--- config.mk ---
export PLATFORM = sky130hd
export DESIGN_NAME = cvxif_copro_responder
export DESIGN_NICKNAME = d
export VERILOG_FILES = /design/src/rtl/cvxif_copro_responder.sv
export SDC_FILE = /design/constraint.sdc
export NUM_CORES = 1
export LEC_CHECK = 0
export CORE_MARGIN = 10
export CORE_UTILIZATION = 39
export DETAILED_ROUTE_END_ITERATION = 7
export GPL_TIMING_DRIVEN = 0
export HOLD_SLACK_MARGIN = 0.08
export PLACE_DENSITY = 0.73
export SLEW_MARGIN = 20
export SYNTH_ARGS = -nofsm -noshare
export SYNTH_HDL_FRONTEND = slang
export SYNTH_SLANG_ARGS = --single-unit
--- constraint.sdc ---
create_clock -name clk_i -period 3.52 [get_ports clk_i]
set_input_delay 0.528 -clock clk_i [delete_from_list [all_inputs] [get_ports clk_i]]
set_output_delay 0.528 -clock clk_i [all_outputs]
set_load 0.05 [all_outputs]
--- src/rtl/cvxif_copro_responder.sv ---
// CV-X-IF style coprocessor responder. It decodes custom-3 ops, holds them in an in-order
// buffer until commit, and returns results in allocation order. Define CVXIF_COPRO_MULTICYCLE_EN to add CUS_MADD.
module cvxif_copro_responder #(
  parameter int XLEN     = 32,
  parameter int ID_WIDTH = 3,
  parameter int DEPTH    = 4
) (
  input  logic                clk_i,
  input  logic                rst_ni,
  input  logic                issue_valid_i,
  output logic                issue_ready_o,
  input  logic [31:0]         issue_instr_i,
  input  logic [ID_WIDTH-1:0] issue_id_i,
  input  logic [2*XLEN-1:0]   issue_rs_i,
  input  logic [1:0]          issue_rs_valid_i,
  output logic                issue_accept_o,
  output logic                issue_writeback_o,
  input  logic                commit_valid_i,
  input  logic [ID_WIDTH-1:0] commit_id_i,
  input  logic                commit_kill_i,
  output logic                result_valid_o,
  input  logic                result_ready_i,
  output logic [ID_WIDTH-1:0] result_id_o,
  output logic [XLEN-1:0]     result_data_o,
  output logic [4:0]          result_rd_o,
  output logic                result_we_o
);

  localparam int PTR_W = $clog2(DEPTH);
  localparam int CNT_W = PTR_W + 1;

  localparam logic [6:0] OPC_CUSTOM3 = 7'h7B;
  localparam logic [2:0] F3_ADD      = 3'b000;
  localparam logic [2:0] F3_NOP      = 3'b001;
`ifdef CVXIF_COPRO_MULTICYCLE_EN
  localparam logic [2:0] F3_MADD     = 3'b010;
`endif

  localparam logic [2:0] S_FREE        = 3'd0;
  localparam logic [2:0] S_WAIT_COMMIT = 3'd1;
  localparam logic [2:0] S_EXEC        = 3'd2;
  localparam logic [2:0] S_DONE        = 3'd3;
  localparam logic [2:0] S_KILLED      = 3'd4;

  logic [6:0]      opcode;
  logic [2:0]      funct3;
  logic [4:0]      rd;
  logic [XLEN-1:0] rs1;
  logic [XLEN-1:0] rs2;
  logic            is_add;
  logic            is_nop;
  logic            is_madd;
  logic            ops_ok;
  logic [XLEN-1:0] issue_result;
  logic            unused_instr_bits;

  assign opcode            = issue_instr_i[6:0];
  assign rd                = issue_instr_i[11:7];
  assign funct3            = issue_instr_i[14:12];
  assign rs1               = issue_rs_i[XLEN-1:0];
  assign rs2               = issue_rs_i[2*XLEN-1:XLEN];
  assign unused_instr_bits = ^issue_instr_i[31:15];

  // NOTE: combinational blocks use blocking assignments and give every output a default first, so no latch is inferred.
  always_comb begin
    is_add  = (opcode == OPC_CUSTOM3) && (funct3 == F3_ADD);
    is_nop  = (opcode == OPC_CUSTOM3) && (funct3 == F3_NOP);
`ifdef CVXIF_COPRO_MULTICYCLE_EN
    is_madd = (opcode == OPC_CUSTOM3) && (funct3 == F3_MADD);
`else
    is_madd = 1'b0;
`endif
    // NOP reads no operands, so its rs_valid bits are don't-care.
    ops_ok            = (is_add || is_madd) ? (&issue_rs_valid_i) : is_nop;
    issue_accept_o    = issue_valid_i && ops_ok;
    issue_writeback_o = issue_valid_i && ops_ok && !is_nop;
    issue_result      = '0;
    if (is_add)       issue_result = rs1 + rs2;
    else if (is_madd) issue_result = rs1 + rs2 + rs1;
  end

  logic [2:0]          ent_state [DEPTH];
  logic [ID_WIDTH-1:0] ent_id    [DEPTH];
  logic [XLEN-1:0]     ent_data  [DEPTH];
  logic [4:0]          ent_rd    [DEPTH];
  logic                ent_we    [DEPTH];
`ifdef CVXIF_COPRO_MULTICYCLE_EN
  logic                ent_multi [DEPTH];
  logic [2:0]          ent_cnt   [DEPTH];
`endif

  logic [PTR_W-1:0] head;
  logic [PTR_W-1:0] tail;
  logic [CNT_W-1:0] count;
  logic [2:0]       head_state;
  logic             alloc;
  logic             free_head;

  assign issue_ready_o  = (count < CNT_W'(DEPTH));
  assign alloc          = issue_accept_o && issue_ready_o;
  assign head_state     = ent_state[head];
  assign result_valid_o = (head_state == S_DONE);
  // A killed head retires silently; a done head retires on the result handshake.
  assign free_head      = (result_valid_o && result_ready_i) || (head_state == S_KILLED);

  // NOTE: payload fields are only ever read through a non-FREE state, so only the state array needs reset.
  always_ff @(posedge clk_i) begin
    if (alloc) begin
      ent_id[tail]    <= issue_id_i;
      ent_data[tail]  <= issue_result;
      ent_rd[tail]    <= rd;
      ent_we[tail]    <= !is_nop;
`ifdef CVXIF_COPRO_MULTICYCLE_EN
      ent_multi[tail] <= is_madd;
`endif
    end
  end

  // NOTE: sequential state uses non-blocking assignments only.
  always_ff @(posedge clk_i or negedge rst_ni) begin
    if (!rst_ni) begin
      head  <= '0;
      tail  <= '0;
      count <= '0;
      for (int i = 0; i < DEPTH; i++) begin
        ent_state[i] <= S_FREE;
`ifdef CVXIF_COPRO_MULTICYCLE_EN
        ent_cnt[i]   <= '0;
`endif
      end
    end else begin
      if (alloc)     tail <= tail + PTR_W'(1);
      if (free_head) head <= head + PTR_W'(1);
      count <= count + CNT_W'(alloc) - CNT_W'(free_head);

      for (int i = 0; i < DEPTH; i++) begin
        case (ent_state[i])
          S_FREE: begin
            if (alloc && (tail == PTR_W'(i))) ent_state[i] <= S_WAIT_COMMIT;
          end
          S_WAIT_COMMIT: begin
            if (commit_valid_i && (commit_id_i == ent_id[i])) begin
              if (commit_kill_i) begin
                ent_state[i] <= S_KILLED;
              end else begin
                ent_state[i] <= S_EXEC;
`ifdef CVXIF_COPRO_MULTICYCLE_EN
                // Loaded with 3 so the entry spends exactly four cycles in EXEC.
                ent_cnt[i]   <= ent_multi[i] ? 3'd3 : 3'd0;
`endif
              end
            end
          end
          S_EXEC: begin
`ifdef CVXIF_COPRO_MULTICYCLE_EN
            if (ent_cnt[i] == 3'd0) ent_state[i] <= S_DONE;
            else                    ent_cnt[i]   <= ent_cnt[i] - 3'd1;
`else
            ent_state[i] <= S_DONE;
`endif
          end
          S_DONE, S_KILLED: begin
            if (free_head && (head == PTR_W'(i))) ent_state[i] <= S_FREE;
          end
          default: ent_state[i] <= S_FREE;
        endcase
      end
    end
  end

  always_comb begin
    result_id_o   = '0;
    result_data_o = '0;
    result_rd_o   = '0;
    result_we_o   = 1'b0;
    if (result_valid_o) begin
      result_id_o   = ent_id[head];
      result_data_o = ent_data[head];
      result_rd_o   = ent_rd[head];
      result_we_o   = ent_we[head];
    end
  end

endmodule
==> results.sh, run 1 <==
export IMPL_clk_pin_slew_worst_paths_ps=60
export IMPL_rsz0062_at_grt="false"
export IMPL_synth_main_ff_cell="edfxtp_1"
export IMPL_placementRows=56
export IMPL_instances_no_fill=1156
export IMPL_ant_nets=0
export IMPL_grt_use_total_pct=14.6
export IMPL_hold_path_cell_count=1
export IMPL_synth_area_per_cell_um2=13.9
export IMPL_synthTopCellsByArea="edfxtp_1 53%, mux4_2 11%, ha_1 5.5%"
export IMPL_synth_cell_types=55
export IMPL_synth_edf_count=164
export IMPL_max_freq_ghz=0.292
export IMPL_worstMarginPinSlew_ps=872
export IMPL_yosys_warnings=0
export IMPL_comb_power_share_pct=9.9
export IMPL_setup_violations_final=0
export IMPL_slew_headroom_pct=41.7
export IMPL_vias_per_cell=5.19
export IMPL_drive_gt1_share_pct=16.6
export IMPL_cts_tree="built"
export IMPL_gp_congestion=0.930
export IMPL_io_buffers=137
export IMPL_synth_top_area_share_pct=53.1
export IMPL_status="finished clean"
export IMPL_clkPwrFrac_pct=40.9
export IMPL_fillers=2056
export IMPL_hold_path_startpoint="count[0]"
export IMPL_synth_nets=822
export IMPL_synthArstFlopShare_pct=10.4
export IMPL_reg2reg_depth=11
export IMPL_start_kind="primary input"
export IMPL_ys_seq_elements=183
export IMPL_vias=6001
export IMPL_critPathLaunch="issue_rs_i[3]"
export IMPL_critical_path_class="in2reg"
export IMPL_antenna_cells=0
export IMPL_fin_nets=978
export IMPL_cts_max_level=4
export IMPL_intPower_mw=3.69
export IMPL_synth_area_leader_cell="edfxtp_1"
export IMPL_cellLeakagePower_nw=3.88
export IMPL_drv_cap=0
export IMPL_ioPinCount=155
export IMPL_clk_insertion_delay_late_ps=430
export IMPL_cts_buffers=17
export IMPL_totalWireLength_um=22200
export IMPL_finClkSkew_ps=11.8
export IMPL_wl_per_cell_um=19.2
export IMPL_end_kind="flop"
export IMPL_grt_max_degree=43
export IMPL_grt_pass1_vias=6371
export IMPL_min_period_ps=3430
export IMPL_yosysSeqAreaShare_pct=58.2
export IMPL_die_height_um=174
export IMPL_dp_slack_ps=-380
export IMPL_grt_pass1_wl_um=35000
export IMPL_switching_power_mw=1.07
export IMPL_first_pass_iters=6
export IMPL_clk_path_buf_depth=2
export IMPL_fin_ws_ps=93.4
export IMPL_r2r_start="head[0]"
export IMPL_min_path_type="reg2reg"
export IMPL_ir_drop_v=0.000274
export IMPL_root_buffer="clkbuf_16"
export IMPL_fin_area_mm2=0.0116
export IMPL_p_per_area_mw_per_mm2=409
export IMPL_drv_slew=0
export IMPL_hold_violations=0
export IMPL_core_area_mm2=0.0235
export IMPL_required_ps=3660
export IMPL_drc=0
export IMPL_critPathMaxFanout=7
export IMPL_seq_power_share_pct=49.2
export IMPL_placedCellCount=1125
export IMPL_sw_frac_of_total_pct=22.4
export IMPL_arrival_ps=3570
export IMPL_syn_cell_area_mm2=0.00928
export IMPL_synth_cells=669
export IMPL_syn2layout_area_growth_pct=25.4
export IMPL_chipWidth_um=174
export IMPL_period_share_pct=97.3
export IMPL_start_util_pct=39.5
export IMPL_dp_hpwl_um=15900
export IMPL_drtIter0Drc=529
export IMPL_antenna_found_initial=0
export IMPL_cts_num_sinks=183
export IMPL_grt_ovfl_total=0
export IMPL_total_power_mw=4.75
export IMPL_die_area_mm2=0.0304
export IMPL_postCtsSetupRepairBufs=0
export IMPL_placed_cell_area_mm2=0.0111
## cells by family after synthesis
logic type,after synthesis,synth area share (%)
buffers and inverters,48,2.02
AOI/OAI and AO/OA,121,8.71
muxes,44,10.7
adders and majority gates,43,5.96
DFF,183,58.2
xor gates and xnor gates,41,3.87
and+or+nand+nor,189,10.5
## power by group through the flow
stage / sequential [mW] / clock (mW) / combinational (mW)
floorplan: 2.39 / 0 / 0.267
global placement: 2.39 / 0 / 0.460
detailed placement: 2.39 / 0 / 0.462
CTS: 2.34 / 1.98 / 0.465
global route: 2.34 / 2.06 / 0.515
finish: 2.34 / 1.95 / 0.471
## layer usage
layer | global-route usage (%) | share of wire [%] | wire [um]
met5 | 0 | 0 | 0
met4 | 3.81 | 0.87 | 193
met3 | 4.27 | 6.7 | 1490
met2 | 23.5 | 48 | 10600
met1 | 19.0 | 45 | 9910
## flip-flops by register name, indices dropped and copies added, names as in the netlist
name       count
count          3
ent_data     128
ent_id        12
ent_rd        20
ent_state     12
ent_we         4
head           2
tail           2
## path summary, 6_finish.rpt
check / to / slack, ps
worst max-delay path: ent_data[2][25] / 90
worst min-delay path: count[0] / 480
worst max register to register: count[2] / 550
worst min register to register: count[0] / 480
max in group asynchronous: ent_state[5] / 2390
min in group asynchronous: ent_state[9] / 600
## worst max-delay path, cell delays in order
cell,delay [ps]
clkdlybuf4s50_1,400
ha_1,360
a21o_1,190
a21oi_2,230
a21oi_1,160
o41ai_2,670
o21ai_1,370
a21boi_0,320
xor2_1,220
nor2_1,110
## final cells by class
| type | count | area (um^2) | area share, % |
|---|---|---|---|
| flip-flops and latches | 183 | 5400 | 46.4 |
| multi-input cells | 438 | 3700 | 31.8 |
| repair buffers | 137 | 1320 | 11.4 |
| clock buffers | 18 | 429 | 3.69 |
| well taps | 319 | 399 | 3.43 |
| clock inverters | 13 | 173 | 1.48 |
| plain buffers | 27 | 126 | 1.09 |
| inverters | 21 | 78.8 | 0.678 |
## cells in the mapped netlist (all sizes together), types with 12 or more instances
master / n
o21ai: 18
nor3: 14
mux4: 44
inv: 21
nor2: 54
clkbuf: 18
xnor2: 18
and2: 12
nor2b: 48
dfrtp: 19
xor2: 23
nand2: 25
a21oi: 35
ha: 41
o21a: 19
edfxtp: 164
## stage by stage
stage / setup TNS (ps) / hold slack (ps) / util, %
4_1_cts: -167 / 486 / 49.9
2_1_floorplan: 0 / 232 / -
5_1_grt: 0 / 494 / 49.6
6_report: 0 / 483 / 49.6
3_3_place_gp: -162430 / 463 / 47.1
3_5_place_dp: -11040 / 471 / 47.1
## layout by cell type (no fill, tap or decap), drive strengths merged, types with 5 or more instances in the layout
cell           instances
xor2                  23
nor3                  14
mux4                  44
a21oi                 35
dfrtp                 19
o21a                  19
nand2b                 5
clkdlybuf4s15         24
inv                   24
and2                  12
o21ai                 18
buf                   12
nand2                 25
clkdlybuf4s50         96
ha                    41
a31oi                  7
nor2                  54
clkbuf                48
nor2b                 48
clkinvlp               6
edfxtp               164
nand3                  9
nand4                 10
a21o                  11
xnor2                 18
## what timing repair did
item                                    CTS  global route
pin swaps                                 0             1
hold endpoints to repair                  0             0
hold buffers                              0             0
gates resized for setup                 111            40
gates cloned                              0             0
endpoints found under the setup margin   42            34
(Power assumes the default switching activity.)
==> inputs of run 2 (changes only) <==
==> constraint.sdc (replaced) <==
create_clock -name clk_i -period 3.52 [get_ports clk_i]
set_input_delay 0.704 -clock clk_i [delete_from_list [all_inputs] [get_ports clk_i]]
set_output_delay 0.704 -clock clk_i [all_outputs]
set_load 0.05 [all_outputs]
==> results.sh, run 2 (synthesized netlist as in run 1, its figures left out) <==
export IMPL_fin_hold_ws_ps=483
export IMPL_drc=0
export IMPL_placementRows=56
export IMPL_sw_frac_of_total_pct=22.3
export IMPL_fin_util_pct=49.7
export IMPL_root_buffer="clkbuf_16"
export IMPL_drive_gt1_share_pct=17.3
export IMPL_clk_path_buf_depth=2
export IMPL_clk_pin_slew_worst_paths_ps=60
export IMPL_cp_slowest_cell="o41ai_4"
export IMPL_ioPinCount=155
export IMPL_grt_pass1_wl_um=35100
export IMPL_min_path_type="reg2reg"
export IMPL_slew_headroom_pct=41.0
export IMPL_fillers=2076
export IMPL_top_regs="ent_data x128, ent_rd x20"
export IMPL_final_common_cell="edfxtp_1"
export IMPL_vias_per_cell=5.22
export IMPL_die_area_mm2=0.0304
export IMPL_end_kind="flop"
export IMPL_cellLeakagePower_nw=3.96
export IMPL_min_period_ps=3390
export IMPL_chipWidth_um=174
export IMPL_seq_power_share_pct=49.2
export IMPL_worstMarginPinSlew_ps=882
export IMPL_syn2layout_area_growth_pct=25.7
export IMPL_start_util_pct=39.5
export IMPL_ir_drop_v=0.000274
export IMPL_cp_slowest_stage_delay_ps=520
export IMPL_drv_slew=0
export IMPL_met2_usage_pct=23.6
export IMPL_dp_hpwl_um=15900
export IMPL_ctsHoldBuffers=0
export IMPL_core_area_mm2=0.0235
export IMPL_p_per_area_mw_per_mm2=408
export IMPL_fin_ws_ps=129
export IMPL_crit_chain="clkdlybuf4s50_1 > ha_1 > a21o_1 > a21oi_2 > a21oi_1 > o41ai_4 > o21ai_1 > a311oi_1 > xnor2_1 > nor2_1"
export IMPL_rsz0062_at_grt="false"
export IMPL_critPathMaxFanout=5
export IMPL_setup_violations_final=0
export IMPL_period_share_pct=96.3
export IMPL_status="finished clean"
export IMPL_gp_congestion=0.930
export IMPL_met1_usage_pct=19.1
export IMPL_max_freq_ghz=0.295
export IMPL_fin_nets=980
export IMPL_hold_violations=0
export IMPL_intPower_mw=3.69
export IMPL_drv_cap=0
export IMPL_cts_num_sinks=183
export IMPL_die_height_um=174
export IMPL_r2r_start="head[0]"
export IMPL_grt_use_total_pct=14.7
export IMPL_switching_power_mw=1.06
export IMPL_first_pass_iters=5
export IMPL_antenna_found_initial=0
export IMPL_busiest_layer="met2"
export IMPL_start_kind="primary input"
export IMPL_antenna_cells=0
export IMPL_dp_slack_ps=-556
export IMPL_final_cell_mix="164 x edfxtp_1, 93 x clkdlybuf4s50_1, 54 x nor2_1"
export IMPL_ant_nets=0
export IMPL_grt_ovfl_total=0
export IMPL_largest_reg_flops=128
export IMPL_cp_top_family="compound AO/OA/AOI/OAI gates"
export IMPL_critPathLaunch="issue_rs_i[3]"
export IMPL_cts_buffers=17
export IMPL_critical_path_class="in2reg"
export IMPL_largest_register="ent_data"
export IMPL_drtIter0Drc=548
export IMPL_clkPwrFrac_pct=40.8
export IMPL_grt_max_degree=43
export IMPL_required_ps=3650
export IMPL_arrival_ps=3520
export IMPL_hold_path_startpoint="count[0]"
export IMPL_use_met3_pct=4.14
export IMPL_wl_per_cell_um=19.2
export IMPL_cts_tree="built"
export IMPL_cts_max_level=4
export IMPL_totalWireLength_um=22200
export IMPL_comb_power_share_pct=10.0
export IMPL_critPathBufInv=1
export IMPL_clk_insertion_delay_late_ps=430
export IMPL_io_buffers=137
export IMPL_grt_pass1_vias=6373
export IMPL_vias=6041
export IMPL_finClkSkew_ps=12.1
## run 2: timing repair
action	CTS	global route
endpoints found under the setup margin	48	74
cloned	0	0
resized for setup	188	14
setup buffers	0	2
pin swaps	0	2
## run 2: worst reg2reg max path, stage by stage (launching register included)
cell and delay, ps:
dfrtp_1 370, buf_4 240, mux4_2 580, nand3b_4 180, inv_2 50, a22o_1 210, buf_2 170, ha_1 280
inv_1 40, ha_1 180, fa_1 380, xnor2_1 130
## run 2: worst paths after layout
path,to,slack (ps),cells past startpoint
setup / recovery,ent_data[0][31],130,10
hold / removal,count[0],480,1
setup reg to reg,count[2],610,11
hold reg to reg,count[0],480,1
max in group asynchronous,tail[1],2200,1
min in group asynchronous,ent_state[4],780,1
## run 2: power by group through the flow
stage / combinational [mW] / clock [mW] / sequential, mW
after CTS: 0.465 / 1.98 / 2.34
after detailed placement: 0.462 / 0 / 2.39
after global placement: 0.460 / 0 / 2.39
final: 0.477 / 1.94 / 2.34
after global routing: 0.524 / 2.06 / 2.34
after floorplan: 0.267 / 0 / 2.39
## run 2: layout make-up
| cell class | instances | area, um^2 | share of cell area (%) |
|---|---|---|---|
| Clock buffer | 18 | 429 | 3.68 |
| Buffer | 27 | 153 | 1.31 |
| Inverter | 21 | 78.8 | 0.676 |
| Tap cell | 319 | 399 | 3.42 |
| Multi-Input combinational cell | 438 | 3730 | 32.0 |
| Sequential cell | 183 | 5400 | 46.3 |
| Clock inverter | 13 | 173 | 1.48 |
| Timing Repair Buffer | 139 | 1290 | 11.1 |
## run 2: metal layers
metal,part of all wire (%),vias up
met4,0.86,0
met3,6.9,13
li1,-,2867
met2,48,216
met1,44,2945
met5,0,-
## run 2: through the flow
stage                     TNS, ps  power [mW]  cell area, um^2  std cells
after floorplan                 0        2.65             9280        669
after global placement    -208040        2.85            11000       1125
after detailed placement   -33910        2.85            11100       1125
after CTS                       0        4.79            11600       1156
after global routing            0        4.92            11700       1158
final                           0        4.76            11700       1158
